## config.mk

```make
export PLATFORM = sky130hd
export DESIGN_NAME = data_mem_ctrl
export DESIGN_NICKNAME = d
export VERILOG_FILES = /design/src/rtl/data_mem_ctrl_pkg.sv /design/src/rtl/data_mem_ctrl_load_data_aligner.sv /design/src/rtl/data_mem_ctrl.sv
export SDC_FILE = /design/constraint.sdc
export NUM_CORES = 1
export LEC_CHECK = 0
export ABC_AREA = 1
export CORE_ASPECT_RATIO = 1.4
export CORE_MARGIN = 2
export CORE_UTILIZATION = 25
export DETAILED_ROUTE_END_ITERATION = 6
export PLACE_DENSITY_LB_ADDON = 0.3
export SLEW_MARGIN = 20
export SYNTH_ARGS = -nofsm -noshare
export SYNTH_HDL_FRONTEND = slang
export SYNTH_SLANG_ARGS = --single-unit
```

## constraint.sdc

```tcl
create_clock -name clk -period 2.82 [get_ports clk]
set_clock_uncertainty 0.2 [all_clocks]
set_input_delay 0.564 -clock clk [delete_from_list [all_inputs] [get_ports clk]]
set_output_delay 0.564 -clock clk [all_outputs]
set_load 0.03 [all_outputs]
```

## src/rtl/data_mem_ctrl_pkg.sv

```systemverilog
// Shared funct3 codes, controller state encoding and the misalignment rule
// for the data-memory controller.
package data_mem_ctrl_pkg;

    localparam int XLEN = 32;

    localparam logic [2:0] F3_LB   = 3'b000;
    localparam logic [2:0] F3_LH   = 3'b001;
    localparam logic [2:0] F3_LW   = 3'b010;
    localparam logic [2:0] F3_LBU  = 3'b100;
    localparam logic [2:0] F3_LHU  = 3'b101;
    localparam logic [2:0] F3_BYTE = 3'b000;
    localparam logic [2:0] F3_SH   = 3'b001;
    localparam logic [2:0] F3_SW   = 3'b010;

    typedef enum logic [1:0] {
        DMC_IDLE      = 2'd0,
        DMC_STORE     = 2'd1,
        DMC_READ_WAIT = 2'd2,
        DMC_RESP      = 2'd3
    } dmc_state_t;

    // Store funct3 codes alias the load ones, so one rule covers both directions.
    function automatic logic is_misaligned(input logic [2:0] func3, input logic [1:0] off);
        logic half_acc;
        logic word_acc;
        half_acc = (func3 == F3_LH) || (func3 == F3_LHU);
        word_acc = (func3 == F3_LW);
        return (half_acc && off[0]) || (word_acc && (off != 2'b00));
    endfunction

endpackage

```

## src/rtl/data_mem_ctrl_load_data_aligner.sv

```systemverilog
// Combinational load-data aligner: selects the addressed byte/half/word from a
// BRAM word and sign- or zero-extends it according to funct3.
module load_data_aligner
    import data_mem_ctrl_pkg::*;
(
    input  logic [XLEN-1:0] rdata,
    input  logic [1:0]      off,
    input  logic [2:0]      func3,
    output logic [XLEN-1:0] result
);

    logic [7:0]  byte_sel;
    logic [15:0] half_sel;

    always_comb begin
        byte_sel = rdata[{off, 3'b000} +: 8];
        half_sel = rdata[{off[1], 4'b0000} +: 16];
        result   = '0;
        case (func3)
            F3_LB:   result = {{24{byte_sel[7]}}, byte_sel};
            F3_LBU:  result = {24'd0, byte_sel};
            F3_LH:   result = {{16{half_sel[15]}}, half_sel};
            F3_LHU:  result = {16'd0, half_sel};
            F3_LW:   result = rdata;
            default: result = '0;
        endcase
    end

endmodule

```

## src/rtl/data_mem_ctrl.sv

```systemverilog
// Data-memory access controller between the store-lane decoder and the data BRAM.
// Optional misalignment trapping is enabled with `define MEM_MISALIGN_EXC_EN.
module data_mem_ctrl
    import data_mem_ctrl_pkg::*;
#(
    parameter int DATA_WIDTH   = 32,
    parameter int ADDR_WIDTH   = 12,
    parameter int READ_LATENCY = 1
) (
    input  logic                  clk,
    input  logic                  rst_n,
    input  logic                  req_valid,
    output logic                  req_ready,
    input  logic                  req_we,
    input  logic [DATA_WIDTH-1:0] req_addr,
    input  logic [2:0]            req_func3,
    input  logic [3:0]            req_byte_enb,
    input  logic [DATA_WIDTH-1:0] req_wdata,
    output logic                  rsp_valid,
    output logic [DATA_WIDTH-1:0] rsp_rdata,
    output logic                  stall,
    output logic                  bram_en,
    output logic [3:0]            bram_we,
    output logic [ADDR_WIDTH-1:0] bram_addr,
    output logic [DATA_WIDTH-1:0] bram_wdata,
    input  logic [DATA_WIDTH-1:0] bram_rdata
`ifdef MEM_MISALIGN_EXC_EN
    ,
    output logic                  misalign_err
`endif
);

    localparam logic [1:0] LAST_WAIT = 2'(READ_LATENCY - 1);

    dmc_state_t            state;
    dmc_state_t            state_next;
    logic                  accept;
    logic [1:0]            off_q;
    logic [2:0]            func3_q;
    logic [1:0]            wait_cnt;
    logic [DATA_WIDTH-1:0] rdata_q;
    logic [DATA_WIDTH-1:0] aligned;
    logic                  mis_now;
    logic                  mis_q;
    logic                  unused_addr_bits;

    assign unused_addr_bits = ^req_addr[DATA_WIDTH-1:ADDR_WIDTH+2];

    // Gating with rst_n drops BRAM strobes the moment reset asserts, even if req_valid is held.
    assign accept = (state == DMC_IDLE) && req_valid && rst_n;

`ifdef MEM_MISALIGN_EXC_EN
    assign mis_now      = is_misaligned(req_func3, req_addr[1:0]);
    assign misalign_err = mis_q && ((state == DMC_STORE) || (state == DMC_RESP));
`else
    assign mis_now = 1'b0;
`endif

    load_data_aligner u_aligner (
        .rdata  (rdata_q),
        .off    (off_q),
        .func3  (func3_q),
        .result (aligned)
    );

    always_ff @(posedge clk or negedge rst_n) begin
        if (!rst_n) begin
            state    <= DMC_IDLE;
            off_q    <= '0;
            func3_q  <= '0;
            mis_q    <= 1'b0;
            wait_cnt <= '0;
            rdata_q  <= '0;
        end else begin
            state <= state_next;
            if (accept) begin
                off_q   <= req_addr[1:0];
                func3_q <= req_func3;
                mis_q   <= mis_now;
            end
            wait_cnt <= (state == DMC_READ_WAIT) ? wait_cnt + 2'd1 : 2'd0;
            // Read data is captured on its valid cycle so RESP does not rely on BRAM output hold.
            if ((state == DMC_READ_WAIT) && (wait_cnt == LAST_WAIT)) begin
                rdata_q <= bram_rdata;
            end
        end
    end

    // The core is released on every rsp_valid cycle, so only load acceptance and READ_WAIT stall.
    always_comb begin
        state_next = state;
        req_ready  = 1'b0;
        rsp_valid  = 1'b0;
        rsp_rdata  = '0;
        stall      = 1'b0;
        bram_en    = 1'b0;
        bram_we    = 4'b0000;
        bram_addr  = '0;
        bram_wdata = '0;
        case (state)
            DMC_IDLE: begin
                req_ready = 1'b1;
                if (accept) begin
                    bram_en   = 1'b1;
                    bram_addr = req_addr[ADDR_WIDTH+1:2];
                    if (req_we) begin
                        bram_we    = req_byte_enb & {4{~mis_now}};
                        bram_wdata = req_wdata;
                        state_next = DMC_STORE;
                    end else begin
                        stall      = 1'b1;
                        state_next = DMC_READ_WAIT;
                    end
                end
            end
            DMC_STORE: begin
                rsp_valid  = 1'b1;
                state_next = DMC_IDLE;
            end
            DMC_READ_WAIT: begin
                stall = 1'b1;
                if (wait_cnt == LAST_WAIT) begin
                    state_next = DMC_RESP;
                end
            end
            DMC_RESP: begin
                rsp_valid  = 1'b1;
                rsp_rdata  = mis_q ? '0 : aligned;
                state_next = DMC_IDLE;
            end
            default: state_next = DMC_IDLE;
        endcase
    end

endmodule

```

==> impl_metrics.json <==
{
  "synth_top_family_by_area": "simple AND/OR/NAND/NOR gates",
  "routedWlPerCell_um": 13.0,
  "max_freq_mhz": 375,
  "num_vias": 3552,
  "drt_iter0_markers": 115,
  "drcViolationCount": 0,
  "arrival_ps": 1900,
  "hold-worst-slack_ps": 182,
  "setup_viol": 0,
  "drt-total-wl_um": 10400,
  "die_x_um": 97.5,
  "antenna_found_initial": 0,
  "synth_area_um2": 3060,
  "ys_types": 22,
  "hold_path_class": "in2async",
  "cp.required_ps": 2060,
  "die_h_um": 135,
  "cts_sinks": 41,
  "synth_top_area_cell": "dfrtp_1",
  "grt_usage_pct": 15.4,
  "synthTopCellsByArea": "dfrtp_1, nand2_1, nor2_1",
  "synth-simple-area-share_pct": 41.2,
  "layout_min_cycle_time_ps": 2670,
  "tritoncts": "yes",
  "clk_latency_ps": 280,
  "dieArea_um2": 13100,
  "crit_start": "off_q[1]",
  "ios": 191,
  "grt-ovfl-total": 0,
  "cts_max_level": 2,
  "cts_buffers": 5,
  "p_per_area_nw_per_um2": 830,
  "ant_nets": 0,
  "muxShareOfSynthArea_pct": 0,
  "seq_area_frac_synth_pct": 33.6,
  "grt_start_max_net_pins": 50,
  "gp_congestion": 0.920,
  "cts-root-buf": "clkbuf_16",
  "path_clk_slew_ps": 60,
  "status": "finished clean",
  "post_synth_xor_area_fraction_pct": 0,
  "setup_ws_ps": 154,
  "power_mw": 4.08,
  "synth_fa_ha_area_share_pct": 0.409,
  "drv_cap": 0,
  "finalMaxSlewViolations": 0,
  "clockBufferDepth": 2,
  "synth_top_area_share_pct": 33.6,
  "ys_warn_count": 0,
  "dr.pass1.iters": 4,
  "layout-drive-gt1-share_pct": 22.3,
  "finalHoldViolations": 0,
  "portBuffers": 172,
  "mostFrequentLayoutCells": "nand2_1, nor2_1, clkdlybuf4s50_1",
  "ys_ff_latch": 41,
  "start_util_pct": 25.7,
  "dp_hpwl_um": 8510,
  "grt_pass1_wl_um": 16600,
  "synth_nets": 599,
  "worst_slew_pin_slew_ps": 548,
  "place_ws_ps": 200,
  "worstSetupEndpointType": "primary output",
  "period_share_pct": 94.5,
  "antenna_cells": 0,
  "worstSetupPathType": "reg2out",
  "start_kind": "flop",
  "area_growth_pct": 60.6,
  "final.setup.tns_ps": 0,
  "rsz0062_at_grt": "false",
  "syn_inst": 491,
  "crit_fanout": 24,
  "postCtsSetupBuffers": 0,
  "nets": 759,
  "relSlewSlack_pct": 63.4,
  "vias_per_cell": 4.45,
  "synth.avg_cell_area_um2": 6.23,
  "rows": 47,
  "core_um2": 11900,
  "final_common_cell": "nand2_1",
  "p_leak_nw": 2.50,
  "synth_compound_area_share_pct": 11.8,
  "r2r-start": "wait_cnt[0]",
  "vdd_drop_max_v": 0.000293,
  "grt_pass1_vias": 3515
}
[synthesized netlist by cell type]
cell type and instances:
dfrtp_1 41, nor2_1 93, buf_6 5, nor2_4 4, a22oi_1 1, a21oi_2 21, inv_1 56, nand2_2 2
inv_2 4, ha_1 1, nand3_1 34, nor3_2 2, buf_1 2, buf_4 2, a21oi_1 22, clkbuf_1 10
o21ai_0 12, inv_4 1, nor2_2 10, nand2_4 1, buf_2 10, nand2_1 157
[metal layers]
| layer | wire, um | global-route usage [%] | share of wire, % |
|---|---|---|---|
| met1 | 3940 | 16.6 | 38 |
| met2 | 5320 | 28.8 | 51 |
| met3 | 890 | 3.93 | 8.6 |
| met4 | 254 | 5.86 | 2.4 |
| met5 | 0 | 0 | 0 |
[kinds of logic after synthesis]
kind of cell | Yosys count
and+or+nand+nor | 303
AOI/OAI and AO/OA | 56
DFF | 41
buffers and inverters | 90
adders and majority gates | 1
[worst paths after layout]
kind                                  to  slack (ps)  cells past startpoint
setup / recovery           rsp_rdata[31]         150                      9
hold / removal                func3_q[2]         180                      2
setup reg to reg             rdata_q[30]         990                      7
hold reg to reg              wait_cnt[0]         230                      1
max in group asynchronous       off_q[1]        1860                      2
min in group clk             wait_cnt[0]         230                      1
[metrics by stage]
step / std cells / utilization, % / cell area [um2]
after floorplan: 491 / - / 3060
after global placement: 791 / 40.1 / 4760
after detailed placement: 791 / 40.1 / 4760
after CTS: 798 / 41.3 / 4900
after global routing: 798 / 41.3 / 4910
final: 798 / 41.3 / 4910
[area by class of cell]
class / count / area, um2
fillers: 1241 / 6970
repair buffers: 182 / 1690
multi-input cells: 360 / 1630
flip-flops and latches: 41 / 1030
inverters: 61 / 231
well taps: 147 / 184
clock buffers: 7 / 143
[flip-flops by register name (all words and copies together), names as in the netlist]
| register | count |
|---|---|
| off_q | 2 |
| state | 2 |
| func3_q | 3 |
| wait_cnt | 2 |
| rdata_q | 32 |
[worst max-delay path: stages (launching register included)]
cell and delay, ps:
dfrtp_2 480, inv_4 210, nand2_1 80, nand2_1 80, nand2_1 50, nand2_1 80, nand2_2 80, buf_6 190
a21oi_1 180, buf_4 180
[power by group]
group	internal, mW	total [mW]	switching, mW
Sequential	0.875	1.11	0.235
Combinational	0.840	2.41	1.57
Clock	0.347	0.555	0.208
Total	2.06	4.08	2.02
[timing repair]
| action | in CTS | in global routing |
|---|---|---|
| setup endpoints to repair | 0 | 22 |
| gates resized for setup | 0 | 2 |
| hold buffers | 0 | 0 |
Power figures use the tool's default switching activity.
